===== src/rtl/squeeze_read_sequencer.sv =====
// squeeze_read_sequencer: issues squeeze RAM read requests once a buffer is
// ready, absorbs the 1-cycle RAM latency and hands 3x3/1x1 words plus
// last-address/last-kernel tags to the expand engine over valid/ready.
// Optional feature macro: SQU_SEQ_STALL_CNT_EN adds stall_cnt_o[15:0].
module squeeze_read_sequencer #(
  parameter int unsigned DATA_W = 96,
  parameter int unsigned ADDR_W = 9,
  parameter int unsigned KER_W  = 10
) (
  input  logic              clk_i,
  input  logic              rst_n_i,
  input  logic              start_i,
  input  logic [ADDR_W-1:0] tot_squ_addr_limit_i,
  input  logic [KER_W-1:0]  squ_kernals_i,
  input  logic              squ_data_ready_i,
  output logic              squ_data_req_o,
  input  logic [DATA_W-1:0] squ_3x3_data_i,
  input  logic [DATA_W-1:0] squ_1x1_data_i,
  output logic              exp_valid_o,
  input  logic              exp_ready_i,
  output logic [DATA_W-1:0] exp_3x3_data_o,
  output logic [DATA_W-1:0] exp_1x1_data_o,
  output logic              exp_last_addr_o,
  output logic              exp_last_kernal_o,
  output logic              busy_o,
`ifdef SQU_SEQ_STALL_CNT_EN
  output logic [15:0]       stall_cnt_o,
`endif
  output logic              done_o
);

  // buffer entry layout: {3x3, 1x1, last_addr, last_kernal}
  localparam int unsigned ENTRY_W = 2 * DATA_W + 2;

  typedef enum logic [1:0] {
    ST_IDLE     = 2'd0,
    ST_WAIT_RDY = 2'd1,
    ST_RUN      = 2'd2,
    ST_DRAIN    = 2'd3
  } state_e;

  state_e              state_q, state_d;
  logic [ADDR_W-1:0]   limit_q, limit_d;
  logic [KER_W-1:0]    kernals_q, kernals_d;
  logic [ADDR_W-1:0]   addr_cnt_q, addr_cnt_d;
  logic [KER_W-1:0]    ker_cnt_q, ker_cnt_d;
  logic                inflight_q, inflight_d;
  logic                infl_last_addr_q, infl_last_addr_d;
  logic                infl_last_ker_q, infl_last_ker_d;
  logic [ENTRY_W-1:0]  mem_q [2];
  logic [ENTRY_W-1:0]  mem_d [2];
  logic                wr_ptr_q, wr_ptr_d;
  logic                rd_ptr_q, rd_ptr_d;
  logic [1:0]          occ_q, occ_d;

  logic [2:0]          fill_c;
  logic                pop_c;
  logic                addr_wrap_c;
  logic                ker_last_c;
  logic                final_req_c;
  logic [ENTRY_W-1:0]  head_c;

  // Occupancy plus the beat still inside the RAM bounds how many more reads are safe
  assign fill_c      = 3'(occ_q) + 3'(inflight_q);
  assign pop_c       = (occ_q != 2'd0) && exp_ready_i;
  assign addr_wrap_c = (addr_cnt_q == limit_q);
  assign ker_last_c  = (ker_cnt_q == kernals_q);
  assign final_req_c = squ_data_req_o && addr_wrap_c && ker_last_c;

  // FSM state register
  always_ff @(posedge clk_i or negedge rst_n_i) begin
    if (!rst_n_i) state_q <= ST_IDLE;
    else          state_q <= state_d;
  end

  // FSM next state; start_i aborts from anywhere
  always_comb begin
    state_d = state_q;
    if (start_i) begin
      state_d = ST_WAIT_RDY;
    end else begin
      case (state_q)
        ST_IDLE:     state_d = ST_IDLE;
        ST_WAIT_RDY: if (squ_data_ready_i) state_d = ST_RUN;
        ST_RUN:      if (final_req_c) state_d = ST_DRAIN;
        ST_DRAIN:    if (!inflight_q && ((occ_q == 2'd0) ||
                                         ((occ_q == 2'd1) && pop_c)))
                       state_d = ST_IDLE;
        default:     state_d = ST_IDLE;
      endcase
    end
  end

  // FSM outputs; requests never look at exp_ready_i
  always_comb begin
    squ_data_req_o = 1'b0;
    done_o         = 1'b0;
    busy_o         = (state_q != ST_IDLE);
    if (state_q == ST_RUN)
      squ_data_req_o = squ_data_ready_i && (fill_c < 3'd2);
    if ((state_q == ST_DRAIN) && !inflight_q && (occ_q == 2'd1) && exp_ready_i)
      done_o = 1'b1;
  end

  // Counters, in-flight tag pipe and 2-entry output buffer next values
  always_comb begin
    limit_d          = limit_q;
    kernals_d        = kernals_q;
    addr_cnt_d       = addr_cnt_q;
    ker_cnt_d        = ker_cnt_q;
    inflight_d       = inflight_q;
    infl_last_addr_d = infl_last_addr_q;
    infl_last_ker_d  = infl_last_ker_q;
    mem_d            = mem_q;
    wr_ptr_d         = wr_ptr_q;
    rd_ptr_d         = rd_ptr_q;
    occ_d            = occ_q;
    if (start_i) begin
      limit_d          = tot_squ_addr_limit_i;
      kernals_d        = squ_kernals_i;
      addr_cnt_d       = '0;
      ker_cnt_d        = '0;
      inflight_d       = 1'b0;
      infl_last_addr_d = 1'b0;
      infl_last_ker_d  = 1'b0;
      wr_ptr_d         = 1'b0;
      rd_ptr_d         = 1'b0;
      occ_d            = 2'd0;
    end else begin
      inflight_d = squ_data_req_o;
      if (squ_data_req_o) begin
        infl_last_addr_d = addr_wrap_c;
        infl_last_ker_d  = ker_last_c;
        if (addr_wrap_c) begin
          addr_cnt_d = '0;
          ker_cnt_d  = ker_cnt_q + KER_W'(1);
        end else begin
          addr_cnt_d = addr_cnt_q + ADDR_W'(1);
        end
      end
      if (inflight_q) begin
        mem_d[wr_ptr_q] = {squ_3x3_data_i, squ_1x1_data_i,
                           infl_last_addr_q, infl_last_ker_q};
        wr_ptr_d        = ~wr_ptr_q;
      end
      if (pop_c) rd_ptr_d = ~rd_ptr_q;
      occ_d = occ_q + 2'(inflight_q) - 2'(pop_c);
    end
  end

  // Datapath registers
  always_ff @(posedge clk_i or negedge rst_n_i) begin
    if (!rst_n_i) begin
      limit_q          <= '0;
      kernals_q        <= '0;
      addr_cnt_q       <= '0;
      ker_cnt_q        <= '0;
      inflight_q       <= 1'b0;
      infl_last_addr_q <= 1'b0;
      infl_last_ker_q  <= 1'b0;
      mem_q[0]         <= '0;
      mem_q[1]         <= '0;
      wr_ptr_q         <= 1'b0;
      rd_ptr_q         <= 1'b0;
      occ_q            <= 2'd0;
    end else begin
      limit_q          <= limit_d;
      kernals_q        <= kernals_d;
      addr_cnt_q       <= addr_cnt_d;
      ker_cnt_q        <= ker_cnt_d;
      inflight_q       <= inflight_d;
      infl_last_addr_q <= infl_last_addr_d;
      infl_last_ker_q  <= infl_last_ker_d;
      mem_q[0]         <= mem_d[0];
      mem_q[1]         <= mem_d[1];
      wr_ptr_q         <= wr_ptr_d;
      rd_ptr_q         <= rd_ptr_d;
      occ_q            <= occ_d;
    end
  end

  // Expand-side outputs come straight from the buffer head
  assign head_c            = mem_q[rd_ptr_q];
  assign exp_valid_o       = (occ_q != 2'd0);
  assign exp_3x3_data_o    = head_c[ENTRY_W-1 -: DATA_W];
  assign exp_1x1_data_o    = head_c[2 +: DATA_W];
  assign exp_last_addr_o   = head_c[1];
  assign exp_last_kernal_o = head_c[0];

`ifdef SQU_SEQ_STALL_CNT_EN
  logic [15:0] stall_cnt_q, stall_cnt_d;

  // Saturating count of backpressured cycles during a pass
  always_comb begin
    stall_cnt_d = stall_cnt_q;
    if (start_i)
      stall_cnt_d = 16'h0000;
    else if (busy_o && exp_valid_o && !exp_ready_i && (stall_cnt_q != 16'hFFFF))
      stall_cnt_d = stall_cnt_q + 16'd1;
  end

  // Stall counter register
  always_ff @(posedge clk_i or negedge rst_n_i) begin
    if (!rst_n_i) stall_cnt_q <= 16'h0000;
    else          stall_cnt_q <= stall_cnt_d;
  end

  assign stall_cnt_o = stall_cnt_q;
`endif

endmodule


===== config.mk =====
export PLATFORM = sky130hd
export DESIGN_NAME = squeeze_read_sequencer
export DESIGN_NICKNAME = d
export VERILOG_FILES = /design/src/rtl/squeeze_read_sequencer.sv
export SDC_FILE = /design/constraint.sdc
export NUM_CORES = 1
export LEC_CHECK = 0
export BUFFER_PORTS_ARGS = -buffer_cell sky130_fd_sc_hd__buf_2
export CAP_MARGIN = 20
export CORE_MARGIN = 2
export CORE_UTILIZATION = 45
export CTS_CLUSTER_SIZE = 10
export DETAILED_ROUTE_END_ITERATION = 7
export GPL_TIMING_DRIVEN = 0
export PLACE_DENSITY = 0.69
export SLEW_MARGIN = 25
export SYNTH_ARGS = -nofsm -noshare
export SYNTH_HDL_FRONTEND = slang
export SYNTH_SLANG_ARGS = --single-unit

===== constraint.sdc =====
create_clock -name clk_i -period 2.56 [get_ports clk_i]
set_clock_uncertainty 0.1 [all_clocks]
set_input_delay 0.256 -clock clk_i [delete_from_list [all_inputs] [get_ports clk_i]]
set_output_delay 0.256 -clock clk_i [all_outputs]
set_load 0.05 [all_outputs]

## After elaboration in Yosys (flattened, before gate mapping)

Cells that the tools add are included.

- Bits in registers: 435
- Bits of input ports: 216
- Output and inout port bits: 198
- Logic and storage cells: 88

- Reductions and logical operators: 23
- Bitwise operators: 5
- Magnitude comparators: 4
- Mux-type cells: 29
- Equality and inequality tests: 9
- $add $sub $neg: 5

Operators by type and width:

| kind | number |
|---|---|
| 194-bit 2-to-1 mux | 4 |
| 388-bit bitwise mux | 1 |
| 194-bit demux with 1-bit select | 1 |
| 10-bit 2-to-1 mux | 3 |
| 9-bit 2-to-1 mux | 3 |
| 2-bit nonzero test | 6 |
| 1-bit 2-to-1 mux | 11 |
| 10-bit by 1-bit adder with 10-bit output, second input constant | 1 |
| 10-bit == test | 1 |
| 1-bit logical AND | 10 |
| 2-bit 2-to-1 mux | 5 |
| 9-bit by 1-bit adder with 9-bit output, second input constant | 1 |
| 9-bit == test | 1 |
| 3-bit != test, second input constant | 3 |
| 2-bit one-hot mux with 4 select lines | 1 |
| 2-bit by 1-bit == test with 1-bit output, second input constant | 2 |
| 2-bit == test, second input constant | 2 |
| 2-bit greater-or-equal comparator, second input constant | 2 |
| 2-bit zero test | 2 |
| 1-bit NOT with 2-bit output | 2 |
| 2-bit AND reduction | 2 |
| 2-bit by 1-bit adder with 3-bit output | 1 |
| 3-bit by 2-bit < comparator with 1-bit output, second input constant | 1 |
| 1-bit NOT | 3 |
| 6 further kinds | 6 |

## Longest topological paths before layout

- Depth in word-level cells: 9
- Depth in mapped cells: 9
- Gate-level depth less buffers: 7

## Least setup slack after synthesis

No wires, ideal clock.

- Path kind: reg-to-reg
- From: register state_q[0]
- To: register addr_cnt_q[5]
- Buffers on the path: 1
- Stages on the path, launching flop included: 9
- Library setup time: 0.078 ns
- Setup slack: 0.367 ns
- Clock period less this slack: 2.193 ns
- Data required time: 2.382 ns
- Arrival: 2.015 ns
- Cells stage by stage: dfrtp_1 inv_1 ha_1 nand4b_1 inv_1 buf_2 o211ai_1 or3_1 a21oi_1

- Cells in the longest elaborated chain, start to end: 3

RTL lines:

| item | line | text |
|---|---|---|
| start, declared | 42 | `state_e state_q, state_d;` |
| start signal, assigned | 73 | `else state_q <= state_d;` |
| 2-bit == test | 99 | `if (state_q == ST_RUN)` |
| 1-bit 2-to-1 mux | 99 |  |
| net squ_data_req_o | 16 | `output logic squ_data_req_o,` |
| 2-bit nonzero test (no line) | -- |  |
| end signal, assigned | 169 | `addr_cnt_q <= addr_cnt_d;` |
| end, declared | 45 | `logic [ADDR_W-1:0] addr_cnt_q, addr_cnt_d;` |

The timed path passes the listed nets, and every way through them passes these cells.
A chain may end at the register's enable or synchronous reset.

## Worst setup path after layout

- From: register rd_ptr_q
- To: output port exp_1x1_data_o[91]

- Cells in the longest elaborated chain, start to end: 4

RTL lines:

| item | line | text |
|---|---|---|
| start, declared | 53 | `logic rd_ptr_q, rd_ptr_d;` |
| start signal, assigned | 177 | `rd_ptr_q <= rd_ptr_d;` |
| 1-bit NOT with 2-bit output (implied by the code) | 183 | `assign head_c = mem_q[rd_ptr_q];` |
| 194-bit 2-to-1 mux (implied by the code) (3 in series) | 183 |  |
| end, declared | 22 | `output logic [DATA_W-1:0] exp_1x1_data_o,` |

Every way passes these cells. The select of a mux whose other input is x is not followed.

==> key figures <==
Run status
  • Status: completed

Critical path
  • Type of the worst setup path: reg2out
  • Reg2Reg Launch Point: inflight_q
  • Data arrival time at the worst-slack endpoint: 2.12 ns
  • Critical path data required time: 2.20 ns
  • Worst Setup Start Kind: flip-flop
  • CP max FO: 10
  • Count of cells along the worst register-to-register path: 4
  • Nature of the critical path endpoint: primary output
  • Crit path from: rd_ptr_q

CTS
  • Root Buffer: clkbuf_16
  • TritonCTS clock tree: built
  • CTS Buf Count: 50
  • Clk Latency, worst-skew pair: 0.58 ns
  • Number of H-tree levels: 2
  • Largest buffer count on any clock path: 3
  • CTS Sinks: 435
  • Clock input transition at the sequential cells of the worst setup and hold paths: 0.05 ns

Cells and area
  • Leading cell type in the layout, fill and taps excluded: mux2_2
  • Most used cells in the layout excluding fill and tap cells: mux2_2, dfrtp_1, buf_2
  • Area growth, synth to finish: 34.7%
  • Net count of the finished layout: 2172
  • Finished Core Util: 61.2%
  • Layout cell share with drive strength beyond 1: 57.6%
  • Post-route standard cell area excluding fillers: 25600 um2
  • Count of non-filler cells in the finished layout: 2498

Power
  • Leakage: 0.0131 uW
  • Peak supply drop: 0.000737 V
  • Power per cell area: 1050 nW/um2

STA
  • Number of hold violations in the final report: 0
  • Min cycle time layout: 2.47 ns
  • Max-Slew Margin vs Limit: 48.4%
  • Actual transition at the worst max-transition pin: 0.767 ns
  • Unrepaired setup endpoints after global routing: no
  • Final number of max-transition violations: 0
  • Worst hold margin: 0.0655 ns
  • Final Cycle Share: 96.6%
  • Highest attainable clock frequency: 0.404 GHz
  • Finish-stage setup viols: 0

Drt
  • Initial drt markers: 483
  • DRT Wirelength: 48600 um
  • DRC errors left: 0
  • Average routed wire per standard cell: 19.5 um
  • Residual antenna-violating net count after detailed routing: 0
  • Via Count: 12.8k
  • Via density: 5.12
  • Number of detailed-routing iterations run before antenna repair: 4

Placement
  • Final weighted congestion in routability-driven placement: 0.757
  • Half-perimeter wire length of the detailed placement result: 33700 um
  • Count of input and output buffers: 413
  • Placement-stage cell area: 21900 um2
  • Cell Count Post-Placement: 2220

Hold path
  • Launch instance of the worst min-delay path: squ_data_ready_i
  • Hold WC Path Type: in2reg
  • Worst hold path depth: 4

Floorplanning
  • Die Area: 43800 um2
  • IO Count: 414
  • Starting Density: 45.4%
  • Number of placement rows: 75
  • Y dimension of the die: 209 um
  • Core Box Area: 41800 um2
  • Die Wd: 209 um

Synth
  • Synth Area in Adders: 0.528%
  • Cell variety after synth: 38
  • Sequential fraction of the synthesis area: 57.4%
  • Dominant combinational cell family by area after synthesis: multiplexers
  • Cells taking the most area after synthesis: dfrtp_1, mux2_2, clkbuf_1
  • Share of cell area taken by muxes after synthesis: 35.7%
  • Register bit count reported by yosys: 435
  • Area leader, netlist: dfrtp_1
  • Post-Synthesis Net Count: 1487
  • Total of warnings raised by yosys: 0
  • Synthesized-area fraction occupied by ao, oa, aoi and oai cells: 1.15%
  • Fraction of post-synthesis cell area in the top cell type by area: 57.4%
  • Mapped Area: 19000 um2
  • Post-synthesis simple-gate area fraction: 2.11%
  • Post-synthesis xor/xnor area fraction: 1.34%
  • Mapped Cells: 1263
  • Per-instance average area after synthesis: 15.0 um2

Run
  • Maxcap violations: 0

GRT
  • Pin count of the biggest net entering global routing: 88
  • Initial antenna violation count: 2
  • Overall routing resource usage: 22.2%
  • Number of global-route vias before repair: 14.3k
  • Total grt overflow: 0
  • First-pass GRT wire length: 76800 um
## logic make-up after synthesis
group	after synthesis
simple gates	72
fa+ha+maj	8
mux	602
compound gates	35
buf+inv	82
xor+xnor	29
flops	435
## critical path, cell delays in order (launching register included)
cell	delay, ns
dfrtp_2	0.39
buf_12	0.13
clkbuf_16	0.15
buf_2	0.28
mux2_2	0.38
buf_2	0.22
## path summary, 6_finish.rpt
kind / end / slack (ns)
worst max-delay path: exp_1x1_data_o[91] / 0.09
worst min-delay path: inflight_q / 0.07
worst max register to register: mem_q[190] / 0.16
worst min register to register: mem_q[103] / 0.40
max in group asynchronous: mem_q[111] / 1.13
min in group asynchronous: limit_q[4] / 0.09
## through the flow
step / total power [uW] / worst slack (ns) / setup TNS [ns]
floorplan: 17600 / 0.367 / 0
global placement: 20100 / -7.27 / -3290.69
detailed placement: 20400 / -0.513 / -94.22
CTS: 27200 / 0.0160 / 0
global route: 28100 / 0.00416 / 0
finish: 27000 / 0.0860 / 0
## state kept, by name, summed over array words and instances (netlist names)
register          flops
addr_cnt_q            9
infl_last_addr_q      1
infl_last_ker_q       1
inflight_q            1
ker_cnt_q            10
kernals_q            10
limit_q               9
mem_q               388
occ_q                 2
rd_ptr_q              1
state_q               2
wr_ptr_q              1
## cells in the mapped netlist
cell type and n:
a21o_1 2, a21oi_1 15, a2bb2oi_1 1, a31oi_1 1, and2_1 3, and3_1 3
and4_1 2, buf_1 8, buf_2 20, clkbuf_1 45, dfrtp_1 435, ha_1 8
inv_1 9, mux2_2 601, mux2i_1 1, nand2_1 14, nand2b_1 2, nand3_1 5
nand3b_1 2, nand4_1 3, nand4_2 1, nand4b_1 1, nor2_1 15, nor2b_1 5
nor3_1 1, nor3b_1 1, nor4_1 1, nor4_2 1, o2111ai_1 4, o211ai_1 1
o21ai_0 5, o21bai_1 1, o31ai_1 5, or2_2 1, or3_1 6, or4_1 5
xnor2_1 12, xor2_1 17
## repair_timing
action,in CTS,in global routing
hold endpoints to repair,685,0
buffers inserted,3,0
gates resized for setup,50,6
setup endpoints to repair,485,20
gates cloned,1,0
pin swaps,1,0
hold buffers,213,0
## cell type report
| type | count | area, um2 |
|---|---|---|
| Multi-Input combinational cell | 746 | 7760 |
| Clock inverter | 2 | 13.8 |
| Clock buffer | 59 | 1350 |
| Fill cell | 3204 | 16200 |
| Timing Repair Buffer | 635 | 4400 |
| Inverter | 9 | 33.8 |
| Antenna cell | 2 | 5.00 |
| Buffer | 71 | 437 |
| Sequential cell | 435 | 10900 |
| Tap cell | 539 | 674 |
## metal layers
layer | global-route usage (%) | share of wire [%] | wire, um | vias to the layer above
met5 | 0 | 0 | 0 | -
met4 | 8.23 | 3.1 | 1510 | 0
met3 | 6.21 | 7.0 | 3400 | 87
met2 | 39.1 | 50 | 24400 | 337
met1 | 26.0 | 40 | 19300 | 6488
li1 | - | - | - | 5871
## power by group
part	total (uW)	switching (uW)	leakage, uW	internal (uW)
registers	8980	692	0.00586	8280
clock network	6250	2610	0.000668	3640
logic	11700	7750	0.00653	3970
Power figures use the tool's default switching activity.
